--- src/rtl/t_stream_pkg.sv ---
// t_stream_pkg: shared constants for the 1101 stream detector.
//   STATE_W  - width of the FSM state code
//   state_t  - state codes ST_A..ST_E (5..7 unused/illegal)
//   PATTERN  - detected bit pattern, oldest bit first (reference only)
package t_stream_pkg;

  localparam int unsigned STATE_W = 3;

  localparam logic [3:0] PATTERN = 4'b1101;

  typedef enum logic [STATE_W-1:0] {
    ST_A = 3'd0,  // nothing matched
    ST_B = 3'd1,  // "1"
    ST_C = 3'd2,  // "11"
    ST_D = 3'd3,  // "110"
    ST_E = 3'd4   // "1101" matched
  } state_t;

endpackage

--- src/rtl/t_stream_detector_sat_counter.sv ---
// sat_counter: saturating up-counter with synchronous clear.
//   Clk            - clock, rising edge
//   asynch_reset_n - asynchronous active-low reset, value -> 0
//   inc            - count up by one (held at all-ones once reached)
//   clr            - synchronous clear, takes priority over inc
//   value          - current count
module sat_counter #(
  parameter int unsigned COUNT_W = 8
) (
  input  logic               Clk,
  input  logic               asynch_reset_n,
  input  logic               inc,
  input  logic               clr,
  output logic [COUNT_W-1:0] value
);

  always_ff @(posedge Clk or negedge asynch_reset_n) begin
    if (!asynch_reset_n) begin
      value <= '0;
    end else if (clr) begin
      value <= '0;
    end else if (inc && (value != '1)) begin
      value <= value + COUNT_W'(1);
    end
  end

endmodule

--- src/rtl/t_stream_detector.sv ---
// t_stream_detector: Moore FSM detecting 1101 (with overlap) on the serial
// bit T, plus a saturating count of detections.
//   Clk            - clock, rising edge
//   asynch_reset_n - asynchronous active-low reset
//   T              - serial data bit
//   En             - sample enable; T consumed only when En=1
//   Clear          - synchronous clear of Count (FSM unaffected)
//   Match          - high while the FSM is in state E
//   Count          - saturating number of detections
//   State          - current FSM state code, for debug display
module t_stream_detector
  import t_stream_pkg::*;
#(
  parameter int unsigned COUNT_W = 8
) (
  input  logic               Clk,
  input  logic               asynch_reset_n,
  input  logic               T,
  input  logic               En,
  input  logic               Clear,
  output logic               Match,
  output logic [COUNT_W-1:0] Count,
  output logic [STATE_W-1:0] State
);

  // Plain vector rather than state_t so illegal codes 5..7 are representable
  // and recover through the default branch.
  logic [STATE_W-1:0] state_q;
  logic [STATE_W-1:0] next_state;
  logic               inc;

  always_comb begin
    next_state = state_q;
    case (state_q)
      ST_A:    if (En) next_state = T ? ST_B : ST_A;
      ST_B:    if (En) next_state = T ? ST_C : ST_A;
      ST_C:    if (En) next_state = T ? ST_C : ST_D;
      ST_D:    if (En) next_state = T ? ST_E : ST_A;
      ST_E:    if (En) next_state = T ? ST_C : ST_A;
      default: next_state = ST_A;  // illegal code recovers regardless of En
    endcase
  end

  always_ff @(posedge Clk or negedge asynch_reset_n) begin
    if (!asynch_reset_n) begin
      state_q <= ST_A;
    end else begin
      state_q <= next_state;
    end
  end

  // Counting on entry into E keeps Count in step with Match.
  assign inc = En && (next_state == ST_E);

  sat_counter #(
    .COUNT_W(COUNT_W)
  ) u_count (
    .Clk           (Clk),
    .asynch_reset_n(asynch_reset_n),
    .inc           (inc),
    .clr           (Clear),
    .value         (Count)
  );

  assign State = state_q;
  assign Match = (state_q == ST_E);

endmodule

--- config.mk ---
export PLATFORM = sky130hd
export DESIGN_NAME = t_stream_detector
export DESIGN_NICKNAME = d
export VERILOG_FILES = /design/src/rtl/t_stream_pkg.sv /design/src/rtl/t_stream_detector_sat_counter.sv /design/src/rtl/t_stream_detector.sv
export SDC_FILE = /design/constraint.sdc
export NUM_CORES = 1
export LEC_CHECK = 0
export BUFFER_PORTS_ARGS = -buffer_cell sky130_fd_sc_hd__buf_2
export CORE_MARGIN = 8
export CORE_UTILIZATION = 44
export DETAILED_ROUTE_END_ITERATION = 7
export HOLD_SLACK_MARGIN = 0.03
export PLACE_DENSITY = 0.74
export SLEW_MARGIN = 20
export SYNTH_ARGS = -nofsm -noshare
export SYNTH_HDL_FRONTEND = slang
export SYNTH_SLANG_ARGS = --single-unit
export TNS_END_PERCENT = 50
--- constraint.sdc ---
create_clock -name Clk -period 1.57 [get_ports Clk]
set_clock_uncertainty 0.05 [all_clocks]
set_input_delay 0.157 -clock Clk [delete_from_list [all_inputs] [get_ports Clk]]
set_output_delay 0.157 -clock Clk [all_outputs]
set_load 0.05 [all_outputs]
==> impl_metrics.ini, run 1 <==
[outcome]
status = complete, no violations

[global_route]
grt_pass1_wl_um = 2600
grt_start_max_net_pins = 12
grt_use_total_pct = 12.3
grt_pass1_vias = 586
grt_antenna_before_repair = 0
overflow = 0

[detailed_routing]
num_vias = 644
wl_um = 1590
drc_errors = 0
antenna_left = 0
drtPass1Iterations = 5
routedWlPerCell_um = 14.2
via_per_inst = 5.75
drtIter0Drc = 28

[worst_setup_path]
cp_max_fo = 6
criticalPathCategory = reg2reg
crit_required_ns = 1.72
r2r-end = u_count.value[4]
r2r_start = u_count.value[3]
start_kind = flip-flop
worstPathArrival_ns = 1.69
endpoint_kind = flip-flop
rrSetupSlack_ns = 0.02
rr_worst_depth = 4

[worst_hold_path]
holdPathStages = 2
hp-class = in2reg
holdCritStartpoint = Clear
whs_endpoint = u_count.value[4]

[synth]
synth_ff_type = dfrtp_1
syn_area_um2 = 609
synth-seq-cells = 11
synth_common_cells = dfrtp_1 (11), a21oi_1 (7), nand2_1 (7), o31ai_1 (4), or4_1 (4)
synth_seq_area_share_pct = 45.2
async_reset_ff_share_pct = 100
yosysWarningCount = 0
synthCells = 65
synth_cell_type_count = 28
synth_area_leaders = dfrtp_1 (45%), a21oi_1 (5.7%), o31ai_1 (4.9%), or4_1 (4.9%), nand2_1 (4.3%)
synth_nets = 71
synth_area_per_cell_um2 = 9.37
yosys.area.top_type = dfrtp_1
synth_edf_count = 0
yosysMostFrequentCell = dfrtp_1
netlist.area_leader.share_pct = 45.2

[power_and_ir_drop]
cellLeakagePower_nw = 0.401
peakVddDrop_mv = 0.995
powerDensity_nw_per_um2 = 988

[sta]
timing.final.hold_violations = 0
maxSlewHeadroom_pct = 80.3
drv_slew = 0
holdWs_ns = 0.0932
worst_pin_slew_ns = 0.292
setup_viol = 0
rsz0062_at_grt = true
fmaxAchievable_ghz = 0.645
timing.final.crit_share_pct = 98.7
layout_min_cycle_time_ns = 1.55

[floorplanning]
die_h_um = 53.2
num_io_pins = 17
start_util_pct = 46.8
die_w_um = 53.2
dieArea_um2 = 2830
num_rows = 13
core_um2 = 1300

[flow_run]
drv_cap = 0

[place]
dp_cells = 104
portBuffers = 16
globalplace.congestion = 0.811
dp_hpwl_um = 1150

[cts]
cts.sinks = 11
clk_latency_ns = 0.27
cts_buffer_depth = 2
path_clk_slew_ns = 0.07
cts_tree = yes
cts_buffers = 3
cts_max_level = 1
clockRootBuffer = clkbuf_4

[cells_and_area]
nFillCells = 110
nNetsFinal = 104
antenna_cells = 0
area_delta_synth_final_pct = 43.7
final_cell_count_no_fill = 112
regArea_um2 = 287
multi_input_area_um2 = 343
drive_gt1_share_pct = 51.5
-- cell type report --
type / instances / share of cell area [%]
Sequential cell: 11 / 32.7
Clock buffer: 4 / 3.00
Timing Repair Buffer: 30 / 21.7
Multi-Input combinational cell: 49 / 39.1
Tap cell: 15 / 2.14
Inverter: 3 / 1.29
-- metal layers --
layer	vias up	track usage, %	part of all wire [%]
li1	308	-	-
met1	307	13.4	42
met2	23	21.1	49
met3	6	4.20	7.6
met4	0	5.04	1.7
met5	-	0	0
-- cell families after synthesis --
family,share of synthesized area (%)
AO/OA/AOI/OAI,15.8
XOR/XNOR,2.88
adder cells (fa/ha/maj),2.05
buffers and inverters,4.93
flip-flops,45.2
multiplexers,1.64
AND/OR/NAND/NOR,27.5
-- where the power goes --
group | internal, mW | leakage, nW | switching, mW
logic | 0.127 | 0.249 | 0.217
registers | 0.315 | 0.137 | 0.0144
clock network | 0.0984 | 0.0150 | 0.0935
total | 0.541 | 0.401 | 0.324
-- cells in the final DEF (no fill, tap or decap), types with 2 or more instances in the layout --
master	netlist	layout
a21oi_1	7	6
nand4_1	2	2
dfrtp_2	0	9
and4_4	2	2
or4_1	4	3
o31ai_1	4	4
buf_2	0	15
clkbuf_4	0	3
dfrtp_1	11	2
buf_4	0	14
nand3_1	3	3
nand2_1	7	6
inv_1	3	3
o21ai_0	3	3
nor2_1	2	2
-- flip-flops by register name, summed over array words and instances, names as in the netlist --
name	cells
u_count.value	8
State	3
-- through the flow --
step | power (mW) | setup WS, ns | cell area, um^2 | utilization, % | TNS [ns]
6_report | 0.865 | 0.0205 | 876 | 67.3 | 0
3_5_place_dp | 0.675 | 0.0363 | 802 | 61.6 | 0
3_3_place_gp | 0.667 | 0.0418 | 802 | 61.6 | 0
5_1_grt | 0.915 | -0.0203 | 876 | 67.3 | -0.0485
2_1_floorplan | 0.550 | -0.113 | 639 | - | -0.509
4_1_cts | 0.865 | 0.0199 | 838 | 64.4 | 0
-- worst max-delay path by stage --
stage,startpoint,endpoint,slack [ns],cells past startpoint
after detailed placement,State[2],u_count.value[1],0.04,5
final,u_count.value[3],u_count.value[4],0.02,4
after CTS,State[2],u_count.value[1],0.02,5
after global placement,State[2],u_count.value[1],0.04,5
after floorplan,u_count.value[0],u_count.value[2],-0.11,5
after global routing,u_count.value[3],u_count.value[4],-0.02,4
-- what timing repair did --
item / 4_1_cts / 5_1_grt
setup endpoints to repair: 0 / 7
hold buffers: 1 / 0
buffers inserted: 0 / 2
resized for setup: 0 / 5
endpoints found under the hold margin: 11 / 0
-- critical path: stages, from the launching register on --
cell     delay (ns)
dfrtp_2        0.40
and4_4         0.21
and4_4         0.21
or4_4          0.48
a21oi_2        0.12
No activity file was read; power rests on OpenSTA's default activity.
==> run 2, diff against run 1 <==
--- a/config.mk
+++ b/config.mk
@@ -6,11 +6,14 @@
 export NUM_CORES = 1
 export LEC_CHECK = 0
 export BUFFER_PORTS_ARGS = -buffer_cell sky130_fd_sc_hd__buf_2
+export CELL_PAD_IN_SITES_DETAIL_PLACEMENT = 0
+export CELL_PAD_IN_SITES_GLOBAL_PLACEMENT = 1
+export CORE_ASPECT_RATIO = 1.4
 export CORE_MARGIN = 8
-export CORE_UTILIZATION = 44
+export CORE_UTILIZATION = 32
 export DETAILED_ROUTE_END_ITERATION = 7
 export HOLD_SLACK_MARGIN = 0.03
-export PLACE_DENSITY = 0.74
+export PLACE_DENSITY = 0.72
 export SLEW_MARGIN = 20
 export SYNTH_ARGS = -nofsm -noshare
 export SYNTH_HDL_FRONTEND = slang
==> constraint.sdc (replaced) <==
create_clock -name Clk -period 1.57 [get_ports Clk]
set_clock_uncertainty 0.05 [all_clocks]
set_input_delay 0.157 -clock Clk [delete_from_list [all_inputs] [get_ports Clk]]
set_output_delay 0.157 -clock Clk [all_outputs]
set_load 0.1 [all_outputs]
==> impl_metrics.ini, run 2 (synthesis gave the netlist of run 1 again) <==
[worst_setup_path]
rrSetupSlack_ns = 0.04
r2r-end = u_count.value[5]
start_kind = flip-flop
worstPathArrival_ns = 1.67
criticalPathCategory = reg2reg
cp_max_fo = 11
r2r_start = State[2]
crit_required_ns = 1.71
rr_worst_depth = 4
endpoint_kind = flip-flop

[detailed_routing]
drtPass1Iterations = 4
met3_length_um = 86
antenna_left = 0
routed.top_layer = met4
route.met2.wl_um = 846
wl_um = 1690
drtIter0Drc = 14
drc_errors = 0
routedWlPerCell_um = 14.9
via_per_inst = 5.56
num_vias = 628
wirelength_met1_um = 735

[cells_and_area]
area_delta_synth_final_pct = 46.8
layout_common_cells = buf_2 (15), buf_4 (9), dfrtp_4 (8)
drive_gt1_share_pct = 51.6
regMostFlops = u_count.value
layout_commonest_cell = buf_2
nNetsFinal = 100
final_cell_count_no_fill = 113
antenna_cells = 0
largest_reg_flops = 8

[sta]
worst_pin_slew_ns = 0.487
timing.final.hold_violations = 0
timing.final.crit_share_pct = 97.3
fin_ws_ns = 0.0421
rsz0062_at_grt = true
holdWs_ns = 0.0957
layout_min_cycle_time_ns = 1.53
maxSlewHeadroom_pct = 67.8
drv_slew = 0
setup_viol = 0
fmaxAchievable_ghz = 0.655

[cts]
path_clk_slew_ns = 0.07
clk_latency_ns = 0.27
cts_max_level = 1
cts_buffers = 3
clockRootBuffer = clkbuf_4
cts_buffer_depth = 2
cts_tree = yes
cts.sinks = 11

[floorplanning]
dieArea_um2 = 3580
num_io_pins = 17
num_rows = 18
core_um2 = 1780
die_w_um = 52.9
start_util_pct = 34.2
die_h_um = 67.6

[global_route]
grt_use_total_pct = 9.40
grt_start_max_net_pins = 12
grt_pass1_vias = 643
overflow = 0
grt_pass1_wl_um = 2610
grt_antenna_before_repair = 0

[place]
dp_hpwl_um = 1240
dp_slack_ns = 0.0265
portBuffers = 16
globalplace.congestion = 0.747
dp_cells = 106

[worst_hold_path]
holdPathStages = 2
holdCritStartpoint = En
whs_endpoint = State[2]
hp-class = in2reg

[power_and_ir_drop]
peakVddDrop_mv = 0.973
powerDensity_nw_per_um2 = 1130
cellLeakagePower_nw = 0.385

[outcome]
status = complete, no violations

[flow_run]
drv_cap = 0
run 2: changes by cell type in the layout (fill, tap and decap cells not counted), moves of 2 or more:
cell     delta
dfrtp_2     -6
buf_4       -5
dfrtp_4     +8
dfrtp_1     -2
run 2: power by group:
part / internal (mW) / switching [mW] / leakage, nW / total [mW]
Clock: 0.0983 / 0.0997 / 0.0150 / 0.198
Combinational: 0.131 / 0.324 / 0.238 / 0.455
Sequential: 0.328 / 0.0275 / 0.131 / 0.355
run 2: routing by layer:
metal / vias up / global-route usage [%]
li1: 302 / -
met1: 305 / 9.75
met2: 17 / 17.2
met3: 4 / 2.20
met4: 0 / 3.90
met5: - / 0
run 2: per-stage QoR:
step                      cell area [um^2]  utilization [%]  setup TNS [ns]  power [mW]
final                                  895             50.3               0        1.01
after global routing                   895             50.3         -0.0499        1.05
after CTS                              877             49.3               0       0.999
after detailed placement               841             47.3               0       0.802
after global placement                 841             47.3               0       0.800
after floorplan                        681                -           -1.09       0.699
run 2: worst max-delay path by stage:
stage,depth (start not counted),startpoint,endpoint
after floorplan,5,u_count.value[1],u_count.value[2]
after global placement,5,State[2],u_count.value[1]
after detailed placement,4,u_count.value[4],u_count.value[4]
after CTS,4,u_count.value[1],u_count.value[4]
after global routing,4,State[2],u_count.value[5]
final,4,State[2],u_count.value[5]
run 2: area by class of cell:
cell class	instances	area [um^2]
fill	176	885
inverter	3	11.3
tap	20	25.0
timing repair buffer	26	173
clock buffer	4	26.3
multi-input combinational	49	350
sequential	11	309
run 2: what timing repair did:
| action | 4_1_cts | 5_1_grt |
|---|---|---|
| hold endpoints to repair | 11 | 0 |
| setup buffers | 0 | 1 |
| setup endpoints to repair | 0 | 6 |
| hold buffers | 1 | 0 |
| resized for setup | 0 | 1 |
run 2: worst max-delay path: stages, from the launching register on:
cell,delay [ns]
dfrtp_4,0.50
nor2b_4,0.14
nand2_4,0.10
or4_1,0.51
a21oi_1,0.16
